File: config.mk
export PLATFORM = sky130hd
export DESIGN_NAME = fetch_unit_flat
export DESIGN_NICKNAME = d
export VERILOG_FILES = /design/src/rtl/fetch_unit_if.sv /design/src/rtl/fetch_unit.sv /design/src/flat_wrapper.sv
export SDC_FILE = /design/constraint.sdc
export NUM_CORES = 1
export LEC_CHECK = 0
export BUFFER_PORTS_ARGS = -buffer_cell sky130_fd_sc_hd__buf_2
export CORE_MARGIN = 8
export CORE_UTILIZATION = 61
export DETAILED_ROUTE_END_ITERATION = 10
export GPL_TIMING_DRIVEN = 0
export PLACE_DENSITY_LB_ADDON = 0.12
export SETUP_SLACK_MARGIN = 0.05
export SYNTH_ARGS = -nofsm -noshare
export SYNTH_HDL_FRONTEND = slang
export SYNTH_SLANG_ARGS = --single-unit
File: constraint.sdc
create_clock -name CLK -period 5 [get_ports CLK]
set_input_delay 0.25 -clock CLK [delete_from_list [all_inputs] [get_ports CLK]]
set_output_delay 0.25 -clock CLK [all_outputs]
set_load 0.03 [all_outputs]
File: src/rtl/fetch_unit_if.sv
// Fetch unit bus: instruction-memory request handshake, redirect/halt
// control and the decode-side view of the prefetch queue head.
// The fetch unit drives it through the master modport; the cache and
// decode stage (or a testbench) sit on the slave modport.
interface fetch_unit_if #(
    parameter int DEPTH = 4
);
    localparam int CNT_W = $clog2(DEPTH) + 1;

    // instruction memory handshake
    logic             ihit;
    logic [31:0]      imemload;
    logic             imemREN;
    logic [31:0]      imemaddr;

    // control-flow control
    logic             redirect;
    logic [31:0]      redirect_pc;
    logic             halt;

    // decode side
    logic             deq;
    logic             instr_valid;
    logic [31:0]      instr;
    logic [31:0]      instr_pc;
    logic [31:0]      instr_npc;
    logic [CNT_W-1:0] count;

    modport master (
        input  ihit, imemload, redirect, redirect_pc, halt, deq,
        output imemREN, imemaddr, instr_valid, instr, instr_pc, instr_npc, count
    );

    modport slave (
        output ihit, imemload, redirect, redirect_pc, halt, deq,
        input  imemREN, imemaddr, instr_valid, instr, instr_pc, instr_npc, count
    );
endinterface

File: src/rtl/fetch_unit.sv
// Instruction-fetch front end: owns the PC, issues instruction-memory reads
// and buffers {instruction, PC} pairs in a DEPTH-entry circular prefetch
// queue so fetch can run ahead of decode. Supports redirect/flush and a
// permanent halt (cleared only by reset).
//
// Optional feature macro: FETCH_BYPASS_EN
//   Defined   - on an empty queue, a fetched word is presented on the instr*
//               outputs in the same cycle it arrives; if decode consumes it
//               that cycle it is never written into the queue.
//   Undefined - instr* outputs come only from registered queue entries
//               (one-cycle latency from ihit to instr_valid).
module fetch_unit #(
    parameter logic [31:0] PC_INIT = 32'h0000_0000,
    parameter int          DEPTH   = 4
) (
    input  logic         CLK,
    input  logic         nRST,
    fetch_unit_if.master bus
);
    localparam int               PTR_W = $clog2(DEPTH);
    localparam int               CNT_W = PTR_W + 1;
    localparam logic [CNT_W-1:0] FULL  = CNT_W'(DEPTH);

    localparam logic [0:0] FETCH  = 1'b0;
    localparam logic [0:0] HALTED = 1'b1;

    logic [0:0]       state;
    logic [31:0]      pc;
    logic [PTR_W-1:0] rd_ptr;
    logic [PTR_W-1:0] wr_ptr;
    logic [CNT_W-1:0] count;

    logic [31:0]      mem_instr [DEPTH];
    logic [31:0]      mem_pc    [DEPTH];

    logic             fetching;
    logic             empty;
    logic             req;
    logic             redirect_act;
    logic             hit;
    logic             bypass;
    logic             enq;
    logic             pop;

    logic             head_valid;
    logic [31:0]      head_instr;
    logic [31:0]      head_pc;

    // The low two bits of the redirect target are architecturally ignored.
    logic             unused_redirect_lsbs;
    assign unused_redirect_lsbs = ^bus.redirect_pc[1:0];

    // Queue/handshake control decode for this cycle.
    // NOTE: every signal written here gets a value on every path, so no latch is inferred.
    always_comb begin
        fetching     = (state == FETCH);
        empty        = (count == '0);
        req          = fetching && (count != FULL);
        redirect_act = fetching && bus.redirect;
        hit          = req && bus.ihit && !redirect_act;
`ifdef FETCH_BYPASS_EN
        bypass       = hit && empty;
`else
        bypass       = 1'b0;
`endif
        pop          = bus.deq && !empty && !redirect_act;
        enq          = hit && !(bypass && bus.deq);
    end

    // Head-of-queue view presented to decode (zeroed while empty).
    always_comb begin
        head_valid = 1'b0;
        head_instr = '0;
        head_pc    = '0;
        if (!empty) begin
            head_valid = 1'b1;
            head_instr = mem_instr[rd_ptr];
            head_pc    = mem_pc[rd_ptr];
        end
`ifdef FETCH_BYPASS_EN
        else if (bypass) begin
            head_valid = 1'b1;
            head_instr = bus.imemload;
            head_pc    = pc;
        end
`endif
    end

    assign bus.imemREN     = req;
    assign bus.imemaddr    = pc;
    assign bus.count       = count;
    assign bus.instr_valid = head_valid;
    assign bus.instr       = head_instr;
    assign bus.instr_pc    = head_pc;
    assign bus.instr_npc   = head_pc + 32'd4;

    // Run/halt state: halt is sticky until reset.
    // NOTE: sequential state uses non-blocking assignments so every register samples pre-edge values.
    always_ff @(posedge CLK or negedge nRST) begin
        if (!nRST) begin
            state <= FETCH;
        end else if (fetching && bus.halt) begin
            state <= HALTED;
        end
    end

    // Program counter: redirect wins over sequential advance.
    always_ff @(posedge CLK or negedge nRST) begin
        if (!nRST) begin
            pc <= PC_INIT;
        end else if (redirect_act) begin
            pc <= {bus.redirect_pc[31:2], 2'b00};
        end else if (hit) begin
            pc <= pc + 32'd4;
        end
    end

    // Queue pointers and occupancy; a redirect flushes everything.
    always_ff @(posedge CLK or negedge nRST) begin
        if (!nRST) begin
            rd_ptr <= '0;
            wr_ptr <= '0;
            count  <= '0;
        end else if (redirect_act) begin
            rd_ptr <= '0;
            wr_ptr <= '0;
            count  <= '0;
        end else begin
            if (enq) begin
                wr_ptr <= wr_ptr + PTR_W'(1);
            end
            if (pop) begin
                rd_ptr <= rd_ptr + PTR_W'(1);
            end
            case ({enq, pop})
                2'b10:   count <= count + CNT_W'(1);
                2'b01:   count <= count - CNT_W'(1);
                default: count <= count;
            endcase
        end
    end

    // Queue storage write port.
    // NOTE: the storage array has no reset; entry validity is tracked by count, so only control state is reset.
    always_ff @(posedge CLK) begin
        if (enq) begin
            mem_instr[wr_ptr] <= bus.imemload;
            mem_pc[wr_ptr]    <= pc;
        end
    end
endmodule

File: src/flat_wrapper.sv
// flat-port wrapper written by rule: the top's interface ports become plain ports
module fetch_unit_flat 
#(
    parameter logic [31:0] PC_INIT = 32'h0000_0000,
    parameter int          DEPTH   = 4
)
  (CLK, nRST, bus_ihit, bus_imemload, bus_redirect, bus_redirect_pc, bus_halt, bus_deq, bus_imemREN, bus_imemaddr, bus_instr_valid, bus_instr, bus_instr_pc, bus_instr_npc, bus_count);
  fetch_unit_if #(.DEPTH(DEPTH)) bus_i ();
  input  logic CLK;
  input  logic nRST;
  input wire logic [$bits(bus_i.ihit)-1:0] bus_ihit;
  input wire logic [$bits(bus_i.imemload)-1:0] bus_imemload;
  input wire logic [$bits(bus_i.redirect)-1:0] bus_redirect;
  input wire logic [$bits(bus_i.redirect_pc)-1:0] bus_redirect_pc;
  input wire logic [$bits(bus_i.halt)-1:0] bus_halt;
  input wire logic [$bits(bus_i.deq)-1:0] bus_deq;
  output wire logic [$bits(bus_i.imemREN)-1:0] bus_imemREN;
  output wire logic [$bits(bus_i.imemaddr)-1:0] bus_imemaddr;
  output wire logic [$bits(bus_i.instr_valid)-1:0] bus_instr_valid;
  output wire logic [$bits(bus_i.instr)-1:0] bus_instr;
  output wire logic [$bits(bus_i.instr_pc)-1:0] bus_instr_pc;
  output wire logic [$bits(bus_i.instr_npc)-1:0] bus_instr_npc;
  output wire logic [$bits(bus_i.count)-1:0] bus_count;
  assign bus_i.ihit = bus_ihit;
  assign bus_i.imemload = bus_imemload;
  assign bus_i.redirect = bus_redirect;
  assign bus_i.redirect_pc = bus_redirect_pc;
  assign bus_i.halt = bus_halt;
  assign bus_i.deq = bus_deq;
  assign bus_imemREN = bus_i.imemREN;
  assign bus_imemaddr = bus_i.imemaddr;
  assign bus_instr_valid = bus_i.instr_valid;
  assign bus_instr = bus_i.instr;
  assign bus_instr_pc = bus_i.instr_pc;
  assign bus_instr_npc = bus_i.instr_npc;
  assign bus_count = bus_i.count;
  fetch_unit #(.PC_INIT(PC_INIT), .DEPTH(DEPTH)) u_core (.CLK(CLK), .nRST(nRST), .bus(bus_i));
endmodule
# Yosys cells after proc, flatten, opt, wreduce, memory -nomap -nowiden
# Memories as Yosys holds them, arrays and structs flattened.
# Index checks and enable logic that the tools add are counted.
[totals]
memories = 2
inputBits = 70
reg_bits = 40
elab_cells = 43
ram_bits = 256
output_inout_bits = 133
[op_classes]
add_sub_neg = 6
eq_ne = 3
reduce_logical = 13
mux = 13
bitwise = 1
[mem_list]
columns = ["memory", "words", "width", "rd", "rd_clocked_by_memory_dff", "wr", "line_no", "source"]
rows = [
  ["u_core.mem_instr", 4, 32, 1, 0, 1, "fetch_unit.sv:33", "logic [31:0] mem_instr [DEPTH];"],
  ["u_core.mem_pc", 4, 32, 1, 0, 1, "fetch_unit.sv:34", "logic [31:0] mem_pc [DEPTH];"],
]
[op_table]
columns = ["op", "count"]
rows = [
  ["$mux W32", 4],
  ["$add A32 B3 Y32 const B", 2],
  ["$mux W2", 4],
  ["$logic_and A1 B1 Y1", 7],
  ["$pmux W3 S2", 1],
  ["$add A2 B1 Y2 const B", 2],
  ["$reduce_bool A2 Y1", 2],
  ["$add A3 B1 Y3 const B", 1],
  ["$logic_not A3 Y1", 1],
  ["$mux W1", 3],
  ["$mux W3", 1],
  ["$ne A3 B3 Y1 const B", 1],
  ["$reduce_bool A3 Y1", 1],
  ["$sub A3 B1 Y3 const B", 1],
  ["$eq A2 B1 Y1 const B", 1],
  ["$eq A2 B2 Y1 const B", 1],
  ["$logic_not A1 Y1", 2],
  ["$not A1 Y1", 1],
]

# Logic depth before layout (Yosys ltp)
# Gate-level depths: netlist (run 1).
[depth]
ltp_word = 7
depth_mapped = 11
mapped_depth_nobuf = 9

# Worst setup path before layout (run 1)
# Ideal clock, no wire load.
[synth_path]
kind = "register to output"
start = "reg u_core.count[0], in the netlist u_core.bus.count[0]"
end = "out bus_instr_npc[30]"
n_path_buf = 2
setup_slack_ps = 1625
path_stages_with_launch = 12
arrival_ps = 3125
cell_sequence = "dfrtp_1 nor3_1 inv_1 clkbuf_1 and2_1 ha_1 and3_1 and3_1 buf_4 nor4b_4 nand4_1 xnor2_1"
[synth_between]
elab_chain_len = 3
[synth_rtl]
columns = ["item", "line_no", "source"]
rows = [
  ["start: declaration", "fetch_unit.sv:31", "logic [CNT_W-1:0] count;"],
  ["start signal: assignment", "fetch_unit.sv:136", "2'b10: count <= count + CNT_W'(1);"],
  ["start signal: assignment", "fetch_unit.sv:137", "2'b01: count <= count - CNT_W'(1);"],
  ["start signal: assignment", "fetch_unit.sv:138", "default: count <= count;"],
  ["$logic_not A3 Y1", "fetch_unit.sv:57", "empty = (count == '0);"],
  ["$mux W32", "fetch_unit.sv:75", "if (!empty) begin"],
  ["via bus_instr_pc[2]", "flat_wrapper.sv:21", "output wire logic [$bits(bus_i.instr_pc)-1:0] bus_instr_pc;"],
  ["$add A32 B3 Y32", "fetch_unit.sv:95", "assign bus.instr_npc = head_pc + 32'd4;"],
  ["end: declaration", "flat_wrapper.sv:22", "output wire logic [$bits(bus_i.instr_npc)-1:0] bus_instr_npc;"],
]
# The timed path passes the listed nets, and every way through them passes these cells.

# Worst setup path after layout (run 1)
[layout_path]
start = "reg u_core.count[0], in the netlist u_core.bus.count[0]"
end = "out bus_instr_npc[18]"
[layout_between]
elab_chain_len = 3
[layout_rtl]
columns = ["item", "line_no"]
rows = [
  ["$logic_not A3 Y1", "fetch_unit.sv:57"],
  ["$mux W32", "fetch_unit.sv:75"],
  ["$add A32 B3 Y32", "fetch_unit.sv:95"],
]
# Every way passes these cells.

==> results by group, run 1 <==
Layout
  • Most common cell after layout, fill and taps aside: edfxtp_1
  • Final Util: about three quarters
  • Filler cell count: between 1000 and 1500
  • Share of layout cells above drive strength 1: between 30% and 40%
  • Area grow syn2layout: 24.3%
  • Commonest non-fill, non-tap cells in the layout: 248 x edfxtp_1, 200 x buf_2, 60 x dlygate4sd3_1, 56 x mux4_2, 56 x and2_1
  • Final net count: 1129
  • Final instance area: 15400 um^2
  • Diodes inserted: 0
  • Register area: between 8000 and 9000 um^2
  • Multi-input gate area: approximately 3700 um^2

STA
  • Final Cycle Share: a little over four fifths
  • F_max: between 200 and 250 MHz
  • Tmin final: roughly 4.2 ns
  • Final setup vio count: 0
  • RSZ-0062 raised after global routing: false
  • Hold Fails Final Rpt: 0
  • Worst Clk Skew: roughly 0.010 ns
  • Slew Limit Fails: 0
  • Worst rel slew slack: about two fifths
  • Slew of the pin with the lowest slew margin: around 0.92 ns
  • Setup_tns: 0 ns
  • Setup ws final: about 0.8 ns

Clock tree
  • Clk slew on worst S/H paths: roughly 0.070 ns
  • Clk Tree Root Cell: clkbuf_16
  • Worst skew pair latency: between 0.5 and 0.6 ns
  • Clock Tree Buf Depth: 3
  • Post-CTS sizing: 0
  • CTS tree: done
  • Total CTS buffers: 28
  • H-tree Lvls: 1
  • Clock sinks: 286

Detailed routing
  • Via count: approximately 8000
  • DRC Markers: 0
  • Initial DRT Pass Iterations: 5
  • DRT antenna net count: 0
  • Vias per cell: about 5.8
  • Final WL: between 20000 and 30000 um
  • Starting DRC count in detailed routing: 607
  • Routed wire length per instance: between 20 and 25 um

Synthesis
  • YS warnings: 0
  • Sequential-to-total area share from yosys stat: between 60% and 70%
  • Compound-cell area share of the yosys netlist: 3.76%
  • Area share of the largest cell type after synthesis: approximately three fifths
  • Syn avg cell area: about 16 um^2
  • Mapped Area: roughly 12000 um^2
  • Largest area contributor in the netlist: edfxtp_1
  • Mapped Cells: 759
  • Ys async rst share: 13.3%
  • Post-synthesis sequential element count: between 200 and 300
  • Synth area leaders: edfxtp_1 60%, mux4_2 10%, dfrtp_1 7.7%
  • Simple-gate area share of the yosys netlist: a little over a tenth
  • Adder-cell share of the synthesized area: 0.871%
  • XOR/XNOR Fraction of Synth Area: 2.55%
  • Post-synthesis mux area share: 11.7%
  • Number of flops mapped to enable cells by yosys: roughly 250
  • Most common flop cell mapped by yosys: edfxtp_1
  • Largest family of logic cells by synthesized area: multiplexers
  • Synth cell types: between 50 and 60

Setup path
  • Top cell by count, worst path: and3_1
  • Crit path DAT: 3.95 ns
  • Critical Path Sink Type: output pin
  • Nature of the critical path startpoint: register
  • Worst EP required: roughly 4.8 ns
  • CP max-delay cell: nor3_1
  • Worst-path maximum fanout: 10
  • Max incr delay on CP: approximately 0.57 ns
  • Crit-path cells: nor3_1 -> inv_1 -> clkbuf_1 -> and2_1 -> ha_1 -> and3_1 -> and3_1 -> buf_4 -> nand4_1 -> nand2b_1 -> xnor2_1 -> buf_2
  • Crit Path Class: reg -> out

Placement
  • Place WS: 1.44 ns
  • Area post-placement: roughly 14000 um^2
  • Port Buffers: a little under 200
  • GPL Wtd Cong: about 0.86
  • HPWL Detailed: 19300 um

Die
  • Core ar.: around 20000 um^2
  • # IOs: ~200
  • Die width: approximately 160 um
  • Starting Density: between 60 and 70%
  • Vert. Die Dim: 158 um
  • Die area: about 25000 um^2
  • Cell Rows: 52

Pwr
  • NetSw: between 0.003 and 0.004 W
  • Lkg Pwr: between 5 and 6 nW
  • Cell Pwr Density: 554 nW/um^2
  • P_int: around 0.0053 W
  • Clock Power Share: between 20% and 30%
  • Sw Ratio: between 30% and 40%
  • Peak supply drop: 0.401 mV
  • Logic pwr share: 41.9%
  • Flop pwr share: 32.6%

Global route
  • Overflow after GRT: 0
  • Initial antenna violation count: 0
  • Vias in the first global route: approximately 8000
  • First-pass GRT wire length: between 40000 and 50000 um
  • Largest net degree at the start of global routing: 52
  • GRT Resource Usage Total: a little under a quarter

Min path
  • Hold/Removal Path Class: in -> reg

Flow run
  • # Max-Cap Violations: 0

Outcome
  • Status: finished clean
==> power by group through the flow <==
stage	logic, W	clock network (W)	registers (W)
after floorplan	0.00250	0	0.00287
after global placement	0.00352	0	0.00282
after detailed placement	0.00354	0	0.00282
after CTS	0.00360	0.00219	0.00277
after global routing	0.00379	0.00229	0.00278
final	0.00356	0.00216	0.00277
==> cells by family (layout without fill, tap and decap cells) <==
| logic type | after synthesis | count (layout) |
|---|---|---|
| buffers and inverters | 57 | 365 |
| muxes | 65 | 65 |
| xor gates and xnor gates | 36 | 36 |
| other | 1 | 6 |
| adders and majority gates | 8 | 8 |
| AOI/OAI and AO/OA | 75 | 75 |
| and+or+nand+nor | 231 | 231 |
| DFF | 286 | 286 |
==> Yosys cell counts, types with 3 or more instances <==
library cell and instances:
buf_1 4, nor3_1 7, dfrtp_1 38, xor2_1 14, clkbuf_1 18, and4_4 3
and3_1 13, nor2b_1 3, nand2b_1 5, o21ai_0 28, buf_4 9, or3_1 3
buf_2 7, buf_6 5, xnor2_1 22, mux4_2 56, ha_1 7, nand3_1 26
nor2_1 30, nand4_1 10, and4_1 5, a31oi_1 7, o311ai_0 11, a22oi_1 7
inv_1 12, a21oi_1 14, and2_1 60, edfxtp_1 248, nand2_1 49, mux4_1 6
==> worst max-delay path: cells and delay by family, from the launching register on <==
kind | cells | cell delay [ns]
xor gates and xnor gates | 1 | 0.18
adders and majority gates | 1 | 0.23
buffers and inverters | 4 | 1.06
DFF | 1 | 0.45
and+or+nand+nor | 6 | 1.50
==> cell type report <==
cell class	instances	share of cell area [%]
buffer	45	1.79
clock inverter	18	1.41
sequential	286	54.7
clock buffer	33	4.82
timing repair buffer	257	10.9
tap	270	2.20
inverter	12	0.293
multi-input combinational	421	23.9
==> flip-flops by register name (all words and copies together) (netlist names) <==
name and flops:
u_core.mem_instr 128, u_core.mem_pc 120, u_core.bus.imemaddr 30, u_core.bus.count 3, u_core.rd_ptr 2, u_core.wr_ptr 2
u_core.state 1
==> through the flow <==
stage / hold WS (ns) / total power (W) / std cells
2_1_floorplan: -0.0456 / 0.00537 / 764
3_3_place_gp: 0.422 / 0.00634 / 1227
5_1_grt: 0.0200 / 0.00886 / 1342
4_1_cts: 0.00527 / 0.00856 / 1342
3_5_place_dp: 0.428 / 0.00636 / 1231
6_report: 0.0230 / 0.00850 / 1342
==> per-layer routing <==
| metal | track usage (%) | share of wire [%] | vias to the layer above |
|---|---|---|---|
| li1 | - | - | 3518 |
| met1 | 31.4 | 40 | 3856 |
| met2 | 39.0 | 49 | 392 |
| met3 | 4.15 | 8.6 | 45 |
| met4 | 5.79 | 2.0 | 0 |
| met5 | 0 | 0 | - |
==> worst paths after layout <==
kind,start,end,slack [ns],cells past startpoint
max in group asynchronous,nRST,u_core.bus.count[0],4.02,2
max,u_core.bus.count[0],bus_instr_npc[18],0.80,12
min reg2reg,u_core.wr_ptr[0],u_core.wr_ptr[0],0.55,1
min,bus_redirect_pc[10],u_core.bus.imemaddr[10],0.02,3
max reg2reg,u_core.state,u_core.bus.count[2],1.37,10
min in group asynchronous,nRST,u_core.bus.imemaddr[26],0.39,2
==> what timing repair did <==
| item | CTS | global route |
|---|---|---|
| endpoints found under the setup margin | 0 | 0 |
| buffers inserted | 0 | 0 |
| endpoints found under the hold margin | 193 | 0 |
| hold buffers | 60 | 0 |
(Power assumes the default switching activity.)
==> inputs of run 2 (changes only) <==
--- a/config.mk
+++ b/config.mk
@@ -7,7 +7,7 @@
 export LEC_CHECK = 0
 export BUFFER_PORTS_ARGS = -buffer_cell sky130_fd_sc_hd__buf_2
 export CORE_MARGIN = 8
-export CORE_UTILIZATION = 61
+export CORE_UTILIZATION = 56
 export DETAILED_ROUTE_END_ITERATION = 10
 export GPL_TIMING_DRIVEN = 0
 export PLACE_DENSITY_LB_ADDON = 0.12
==> constraint.sdc (replaced) <==
create_clock -name CLK -period 3.88 [get_ports CLK]
set_input_delay 0.194 -clock CLK [delete_from_list [all_inputs] [get_ports CLK]]
set_output_delay 0.194 -clock CLK [all_outputs]
set_load 0.03 [all_outputs]
==> results by group, run 2 (same netlist as run 1, synthesis figures left out) <==
Detailed routing
  • Met2 wire len: 13800 um
  • Initial DRT Pass Iterations: 5
  • Final WL: 28400 um
  • DRT met1 WL: ~12000 um
  • Routed wire length per instance: 20.8 um
  • Metal3 WL: 2360 um
  • Max layer used: met4
  • Via count: 7766
  • Vias per cell: about 5.7
  • DRC Markers: 0
  • Starting DRC count in detailed routing: approximately 580
  • DRT antenna net count: 0

Setup path
  • R2r setup slk: around 0.3 ns
  • Crit-path cells: buf_6 -> mux4_1 -> and2_1 -> ha_1 -> and3_1 -> and3_1 -> buf_4 -> nor4b_4 -> buf_4 -> nand3_1 -> xnor2_1 -> buf_2
  • CP top delay family: simple AND/OR/NAND/NOR gates
  • Critical Path Start: u_core.rd_ptr[0]
  • R2R depth: 10
  • Reg2reg start: u_core.state
  • Critical Path Sink Type: output pin
  • Worst-path maximum fanout: 10
  • CP max-delay cell: mux4_1
  • Worst EP required: 3.69 ns
  • Nature of the critical path startpoint: register
  • Crit path DAT: approximately 3.4 ns
  • Max incr delay on CP: roughly 0.64 ns
  • Crit Path Class: reg -> out
  • R2R Path End: u_core.bus.count[2]
  • Worst Path Buf+Inv: 4

Clock tree
  • H-tree Lvls: 1
  • Clock Tree Buf Depth: 3
  • Clk slew on worst S/H paths: 0.06 ns
  • Clock sinks: ~290
  • CTS tree: done
  • Total CTS buffers: 30
  • Clk Tree Root Cell: clkbuf_16
  • Worst skew pair latency: 0.54 ns

Layout
  • Share of layout cells above drive strength 1: 31.6%
  • Diodes inserted: 0
  • Max FFs per register: between 100 and 150
  • Area grow syn2layout: 25.1%
  • Reg with most FFs: u_core.mem_instr
  • Most common cell after layout, fill and taps aside: edfxtp_1
  • Final net count: ~1100
  • Commonest non-fill, non-tap cells in the layout: 248 x edfxtp_1, 200 x buf_2, 64 x dlygate4sd3_1, 56 x mux4_2, 56 x and2_1

Global route
  • Initial antenna violation count: 0
  • GRT Resource Usage Total: a little over 20%
  • First-pass GRT wire length: 43600 um
  • Largest net degree at the start of global routing: between 50 and 60
  • Overflow after GRT: 0
  • Vias in the first global route: between 7000 and 8000

Pwr
  • Lkg Pwr: around 5.7 nW
  • Cell Pwr Density: 711 nW/um^2
  • Peak supply drop: a little under 0.5 mV

STA
  • Worst Clk Skew: around 0.017 ns
  • RSZ-0062 raised after global routing: false
  • Slew Limit Fails: 0
  • Slew of the pin with the lowest slew margin: 0.912 ns
  • Setup_tns: 0 ns
  • F_max: between 200 and 300 MHz
  • Worst rel slew slack: 39.2%
  • Final Cycle Share: between 90% and 100%
  • Hold Fails Final Rpt: 0
  • Hold WS: 0.0432 ns
  • Tmin final: around 3.6 ns
  • Final setup vio count: 0

Die
  • # IOs: slightly above 200
  • Core ar.: between 20000 and 25000 um^2
  • Die width: between 150 and 200 um
  • Vert. Die Dim: about 160 um
  • Cell Rows: 54
  • Starting Density: around 57%
  • Die area: 27100 um^2

Flow run
  • # Max-Cap Violations: 0

Min path
  • Hold Path Depth: 4
  • HP Start: bus_deq
  • Hold/Removal Path Class: in -> reg
  • Worst Hold Path EP: u_core.rd_ptr[1]

Placement
  • HPWL Detailed: about 19000 um
  • GPL Wtd Cong: approximately 0.85
  • Port Buffers: roughly 190

Outcome
  • Status: finished clean
## run 2: cell types whose count changed in the layout (fill, tap and decap cells not counted), sizes merged
cell         change
dlygate4sd3      +4
inv              +1
clkbuf           +5
buf              +1
bufinv           -1
clkinv           -1
## run 2: metal layers
metal,GRT usage (%),vias to the layer above
li1,-,3532
met1,27.8,3844
met2,34.2,344
met3,4.19,46
met4,5.65,0
met5,0,-
## run 2: worst max path at each step
stage,end,depth (start not counted)
final,bus_instr_npc[24],12
after global routing,bus_instr_npc[30],13
after CTS,bus_instr_npc[24],13
after detailed placement,bus_instr_npc[24],12
after global placement,u_core.mem_instr[1][4],4
after floorplan,bus_instr_npc[30],11
## run 2: where the power goes
group / internal (W) / total [W] / switching, W
registers: 0.00344 / 0.00358 / 0.000144
clock network: 0.00172 / 0.00284 / 0.00111
logic: 0.00165 / 0.00457 / 0.00292
total: 0.00681 / 0.0110 / 0.00418
## run 2: area by class of cell
class / count / area [um^2]
buffer: 45 / 279
inverter: 12 / 45.0
timing repair buffer: 262 / 1720
clock buffer: 38 / 802
multi-input combinational: 421 / 3670
clock inverter: 17 / 188
fill: 1444 / 6300
sequential: 286 / 8400
tap: 280 / 350
## run 2: worst reg2reg max path: cells and delay by family (launching register included)
family	cells	cell delay [ns]
buffers and inverters	2	0.68
AO/OA/AOI/OAI	1	0.14
AND/OR/NAND/NOR	4	1.35
XOR/XNOR	1	0.14
flip-flops	1	0.46
adder cells (fa/ha/maj)	2	0.71
## run 2: stage by stage
step	power [W]	setup WS (ns)	cell area [um^2]	std cells	util (%)
2_1_floorplan	0.00692	0.561	12400	764	-
3_3_place_gp	0.00818	-0.606	13700	1237	62.9
3_5_place_dp	0.00821	0.322	13800	1241	63.4
4_1_cts	0.0111	0.0435	15400	1361	71.0
5_1_grt	0.0115	0.0786	15500	1361	71.0
6_report	0.0110	0.279	15500	1361	71.0
## run 2: what timing repair did
action,4_1_cts,5_1_grt
gates resized for setup,2,4
endpoints found under the hold margin,197,0
buffers inserted,1,0
hold buffers,64,0
endpoints found under the setup margin,8,6
